<file path="config.mk">
export PLATFORM = sky130hd
export DESIGN_NAME = wb_stage
export DESIGN_NICKNAME = d
export VERILOG_FILES = /design/src/rtl/rv32_pkg.sv /design/src/rtl/load_align.sv /design/src/rtl/wb_stage.sv
export SDC_FILE = /design/constraint.sdc
export NUM_CORES = 1
export LEC_CHECK = 0
export CAP_MARGIN = 30
export CORE_ASPECT_RATIO = 1.1
export CORE_MARGIN = 2
export CORE_UTILIZATION = 45
export DETAILED_ROUTE_END_ITERATION = 10
export PLACE_DENSITY = 0.91
export SLEW_MARGIN = 10
export SYNTH_ARGS = -nofsm -noshare
export SYNTH_HDL_FRONTEND = slang
export SYNTH_SLANG_ARGS = --single-unit
export TNS_END_PERCENT = 20
</file>
<file path="constraint.sdc">
create_clock -name clk -period 3.1 [get_ports clk]
set_clock_uncertainty 0.1 [all_clocks]
set_input_delay 0.62 -clock clk [delete_from_list [all_inputs] [get_ports clk]]
set_output_delay 0.62 -clock clk [all_outputs]
set_load 0.005 [all_outputs]
</file>
<file path="src/rtl/rv32_pkg.sv">
// Shared RV32 definitions for the writeback stage: load encodings, FSM states, load context.
package rv32_pkg;

  localparam int unsigned XLEN_W  = 32;
  localparam int unsigned REG_AW  = 5;
  localparam int unsigned F3_W    = 3;

  localparam logic [F3_W-1:0] F3_LB  = 3'b000;
  localparam logic [F3_W-1:0] F3_LH  = 3'b001;
  localparam logic [F3_W-1:0] F3_LW  = 3'b010;
  localparam logic [F3_W-1:0] F3_LBU = 3'b100;
  localparam logic [F3_W-1:0] F3_LHU = 3'b101;

  typedef enum logic {
    IDLE      = 1'b0,
    WAIT_LOAD = 1'b1
  } wb_state_t;

  // Context captured when a load is accepted, consumed when its data returns.
  typedef struct packed {
    logic [REG_AW-1:0] rd;
    logic [F3_W-1:0]   funct3;
    logic [1:0]        addr_lo;
  } ld_ctx_t;

endpackage

</file>
<file path="src/rtl/load_align.sv">
// Extracts the addressed byte/halfword from a word-aligned read and sign/zero-extends it.
module load_align
  import rv32_pkg::*;
(
  input  logic [XLEN_W-1:0] rdata,
  input  logic [F3_W-1:0]   funct3,
  input  logic [1:0]        addr_lo,
  output logic [XLEN_W-1:0] data
);

  logic [7:0]  byte_v;
  logic [15:0] half_v;

  always_comb begin
    byte_v = rdata[{addr_lo, 3'b000} +: 8];
    half_v = addr_lo[1] ? rdata[31:16] : rdata[15:0];
    data   = rdata;
    case (funct3)
      F3_LB:   data = {{24{byte_v[7]}}, byte_v};
      F3_LBU:  data = {24'd0, byte_v};
      F3_LH:   data = {{16{half_v[15]}}, half_v};
      F3_LHU:  data = {16'd0, half_v};
      default: data = rdata;
    endcase
  end

endmodule

</file>
<file path="src/rtl/wb_stage.sv">
// Writeback stage: retires ALU results directly and parks on loads until dmem data returns.
module wb_stage
  import rv32_pkg::*;
#(
  parameter int unsigned XLEN = 32
) (
  input  logic              clk,
  input  logic              rst,
  input  logic              ex_valid,
  output logic              ex_ready,
  input  logic [REG_AW-1:0] ex_rd,
  input  logic [XLEN-1:0]   ex_result,
  input  logic              ex_is_load,
  input  logic [F3_W-1:0]   ex_funct3,
  input  logic              dmem_rvalid,
  input  logic [XLEN-1:0]   dmem_rdata,
  output logic              rf_we,
  output logic [REG_AW-1:0] rf_waddr,
  output logic [XLEN-1:0]   rf_wdata,
  output logic [31:0]       instret,
  output logic              proto_err
);

  wb_state_t         state_q, state_d;
  ld_ctx_t           ld_q, ld_d;
  logic              ex_ready_q, ex_ready_d;
  logic              rf_we_q, rf_we_d;
  logic [REG_AW-1:0] rf_waddr_q, rf_waddr_d;
  logic [XLEN-1:0]   rf_wdata_q, rf_wdata_d;
  logic [31:0]       instret_q, instret_d;
  logic              proto_err_q, proto_err_d;
  logic [XLEN-1:0]   load_data_c;

  load_align u_load_align (
    .rdata   (dmem_rdata),
    .funct3  (ld_q.funct3),
    .addr_lo (ld_q.addr_lo),
    .data    (load_data_c)
  );

  always_comb begin
    state_d     = state_q;
    ld_d        = ld_q;
    rf_we_d     = 1'b0;
    rf_waddr_d  = rf_waddr_q;
    rf_wdata_d  = rf_wdata_q;
    instret_d   = instret_q;
    proto_err_d = proto_err_q;

    case (state_q)
      IDLE: begin
        if (dmem_rvalid) proto_err_d = 1'b1;
        if (ex_valid) begin
          if (ex_is_load) begin
            ld_d.rd      = ex_rd;
            ld_d.funct3  = ex_funct3;
            ld_d.addr_lo = ex_result[1:0];
            state_d      = WAIT_LOAD;
          end else begin
            instret_d = instret_q + 32'd1;
            // x0 retires but never writes, and the write port keeps its last values
            if (ex_rd != '0) begin
              rf_we_d    = 1'b1;
              rf_waddr_d = ex_rd;
              rf_wdata_d = ex_result;
            end
          end
        end
      end
      WAIT_LOAD: begin
        if (dmem_rvalid) begin
          instret_d = instret_q + 32'd1;
          state_d   = IDLE;
          if (ld_q.rd != '0) begin
            rf_we_d    = 1'b1;
            rf_waddr_d = ld_q.rd;
            rf_wdata_d = load_data_c;
          end
        end
      end
      default: state_d = IDLE;
    endcase

    ex_ready_d = (state_d == IDLE);
  end

  always_ff @(posedge clk or posedge rst) begin
    if (rst) begin
      state_q     <= IDLE;
      ld_q        <= '0;
      ex_ready_q  <= 1'b1;
      rf_we_q     <= 1'b0;
      rf_waddr_q  <= '0;
      rf_wdata_q  <= '0;
      instret_q   <= '0;
      proto_err_q <= 1'b0;
    end else begin
      state_q     <= state_d;
      ld_q        <= ld_d;
      ex_ready_q  <= ex_ready_d;
      rf_we_q     <= rf_we_d;
      rf_waddr_q  <= rf_waddr_d;
      rf_wdata_q  <= rf_wdata_d;
      instret_q   <= instret_d;
      proto_err_q <= proto_err_d;
    end
  end

  assign ex_ready  = ex_ready_q;
  assign rf_we     = rf_we_q;
  assign rf_waddr  = rf_waddr_q;
  assign rf_wdata  = rf_wdata_q;
  assign instret   = instret_q;
  assign proto_err = proto_err_q;

endmodule

</file>
==> metrics.txt <==
status=finished clean; Buf/Inv on CP=2; Post-Route WL=between 10 and 15 mm; Tcrit/Tclk final=0.797; Setup crit end kind=flop; # nets final=641; Worst-path clk slew=0.08 ns; Worst Hold Class=flop to flop; DRC errors left=0; global placement routability congestion=0.904; maximum VDD drop=296 uV; clk buf depth=2; Area contributors post-synth=dfrtp_1 (48%), nand2_1 (7.7%), mux2_2 (4.8%); GRT overflow=0; Max Cap Viol=0; clock net sink count=83; hold path depth=1; I/O Pins=around 150; Worst EP arrival=between 2 and 3 ns; drt pass-1 iters=4; slowest CP cell=or4_1; met3 GRT Util=0.0615; Worst Reg2Reg Path Length in Cells=6; Final Hold Vio Count=0; Yosys reg bits=between 80 and 90; Buffers on Ports=about 150; first-pass GRT wire length=19.9 mm; cts repair resizes=0; GRT Util Overall=0.253; pins over their slew limit=0; NetSw=1.11 mW; number of enable flip-flop cells after synthesis=0; worst-skew pair later-pin latency=approximately 0.36 ns; syn avg cell area=9.99 um^2; vias in the first global route=around 4000; kind of cell adding the most delay to the critical path=simple AND/OR/NAND/NOR gates; initial antenna violation count=0; Antenna Nets Post-Route=0; Layout area overhead=41.1%; Syn Nets=~500; Clk network pwr share=0.234; Leak Pwr=approximately 2.5 nW; initial core utilization=0.458; Slew @ Worst Pin=0.611 ns; share of the synthesized area in the top cell type=0.484; post-route cell area=between 5000 and 6000 um^2; die height=around 110 um; kind of critical path=primary input to flop; Tot Pwr=about 3.5 mW; via density per instance=about 5.6; CP cell instances=clkdlybuf4s50_1 -> or4_1 -> or3_1 -> nand3_2 -> buf_12 -> nor2_1 -> a22o_1; dpl cell area=5770 um^2; ANT cells=0; ys flop type=dfrtp_1; Synth area leader=dfrtp_1; CP peak stage delay=~0.56 ns; Final Setup Violations=0; area of the core=~9300 um^2; worst path required time=around 3.2 ns; Ys Warns=0; row count=37; register share of total power=0.433; synthesized area=between 4000 and 5000 um^2; hpwl dp=~9.3 mm; ys async rst share=1.00; setup bufs post-CTS=0; CTS tree=yes; share of cells above drive strength 1=0.0880; M2 GR Usage=0.408; First DRT Iteration DRCs=between 100 and 150; M1 GR Usage=0.306; PwrDens=between 500 and 600 nW/um^2; root buffer cell=clkbuf_8; Fmax=405 MHz; Die ar.=10200 um^2; Worst path depth=7; sequential area share after synthesis=0.490; H-tree depth=3; Comb pwr share=0.334; sw frac=0.320; cts hold-fix bufs=0; largest net degree at the start of global routing=57; setup tns final=0 ns; WL per Instance=between 15 and 20 um; Synth cell types=46; Rel. slew slack=0.592; Pint=around 2.4 mW; Die W=around 97 um; post-route core utilization=0.646; most common cell in the netlist=nand2_1; crit-path max FO=between 50 and 60; RSZ-0062 raised after global routing=no; vias post-DR=3827; most congested layer reported by global routing=met2; min Tclk post-route=2.47 ns; CP startpoint kind=primary input; Cells after Synth=around 420; total CTS buffers=9; top post-synthesis cells by count=nand2_1 (87), dfrtp_1 (82), o21ai_0 (28), nor2_1 (22), xnor2_1 (20)
-- flip-flops by register name (all words and copies together) (netlist names) --
name	cells
rf_waddr	5
rf_wdata	32
proto_err	1
instret	32
ex_ready	1
state_q	1
rf_we	1
ld_q	10
-- final cells by class --
| type | count | area, um^2 |
|---|---|---|
| clock buffers | 9 | 124 |
| flip-flops and latches | 83 | 2080 |
| inverters | 10 | 38.8 |
| multi-input cells | 305 | 1960 |
| well taps | 117 | 146 |
| clock inverters | 7 | 82.6 |
| fillers | 710 | 3280 |
| repair buffers | 154 | 1550 |
-- layer usage --
layer | part of all wire | wire [um]
met1 | 0.39 | 4770
met2 | 0.50 | 6170
met3 | 0.065 | 794
met4 | 0.044 | 538
met5 | 0 | 0
-- cells in the final DEF (no fill, tap or decap), drive strengths merged, types with 16 or more instances in the layout --
master	count
clkdlybuf4s50	148
nand2	87
dfrtp	82
o21ai	37
nor2	22
xnor2	20
mux2	18
o2bb2ai	16
-- kinds of logic after synthesis --
group                    synth area share
AO/OA/AOI/OAI                       0.144
adder cells (fa/ha/maj)           0.00295
flip-flops                          0.490
buffers and inverters              0.0475
AND/OR/NAND/NOR                     0.169
multiplexers                       0.0815
XOR/XNOR                           0.0641
-- stage by stage --
step / setup slack, ns / hold slack [ns] / cells
5_1_grt: 0.581 / 0.397 / 685
3_5_place_dp: 0.270 / 0.348 / 669
2_1_floorplan: 0.245 / 0.351 / 424
3_3_place_gp: 0.338 / 0.344 / 669
4_1_cts: 0.647 / 0.372 / 685
6_report: 0.628 / 0.364 / 685
-- worst register-to-register path, stage by stage (launching register included) --
cell	delay, ns
dfrtp_1	0.41
or4_1	0.56
or3_1	0.34
nand3_2	0.10
buf_12	0.23
nor2_1	0.10
a22o_1	0.19
-- worst paths after layout --
path / from / end / slack (ns)
min in group asynchronous: rst / rf_wdata[22] / 0.54
max: ex_rd[0] / rf_wdata[0] / 0.63
max in group asynchronous: rst / ex_ready / 1.61
min reg2reg: proto_err / proto_err / 0.36
max reg2reg: ld_q[5] / rf_wdata[0] / 0.95
min: proto_err / proto_err / 0.36
-- power by group through the flow --
stage | registers [mW] | logic [mW] | clock network [mW]
5_1_grt | 1.53 | 1.27 | 0.865
4_1_cts | 1.50 | 1.16 | 0.822
3_5_place_dp | 1.52 | 1.16 | 0
2_1_floorplan | 1.48 | 0.541 | 0
3_3_place_gp | 1.51 | 1.12 | 0
6_report | 1.50 | 1.16 | 0.812
Power figures use the tool's default switching activity.
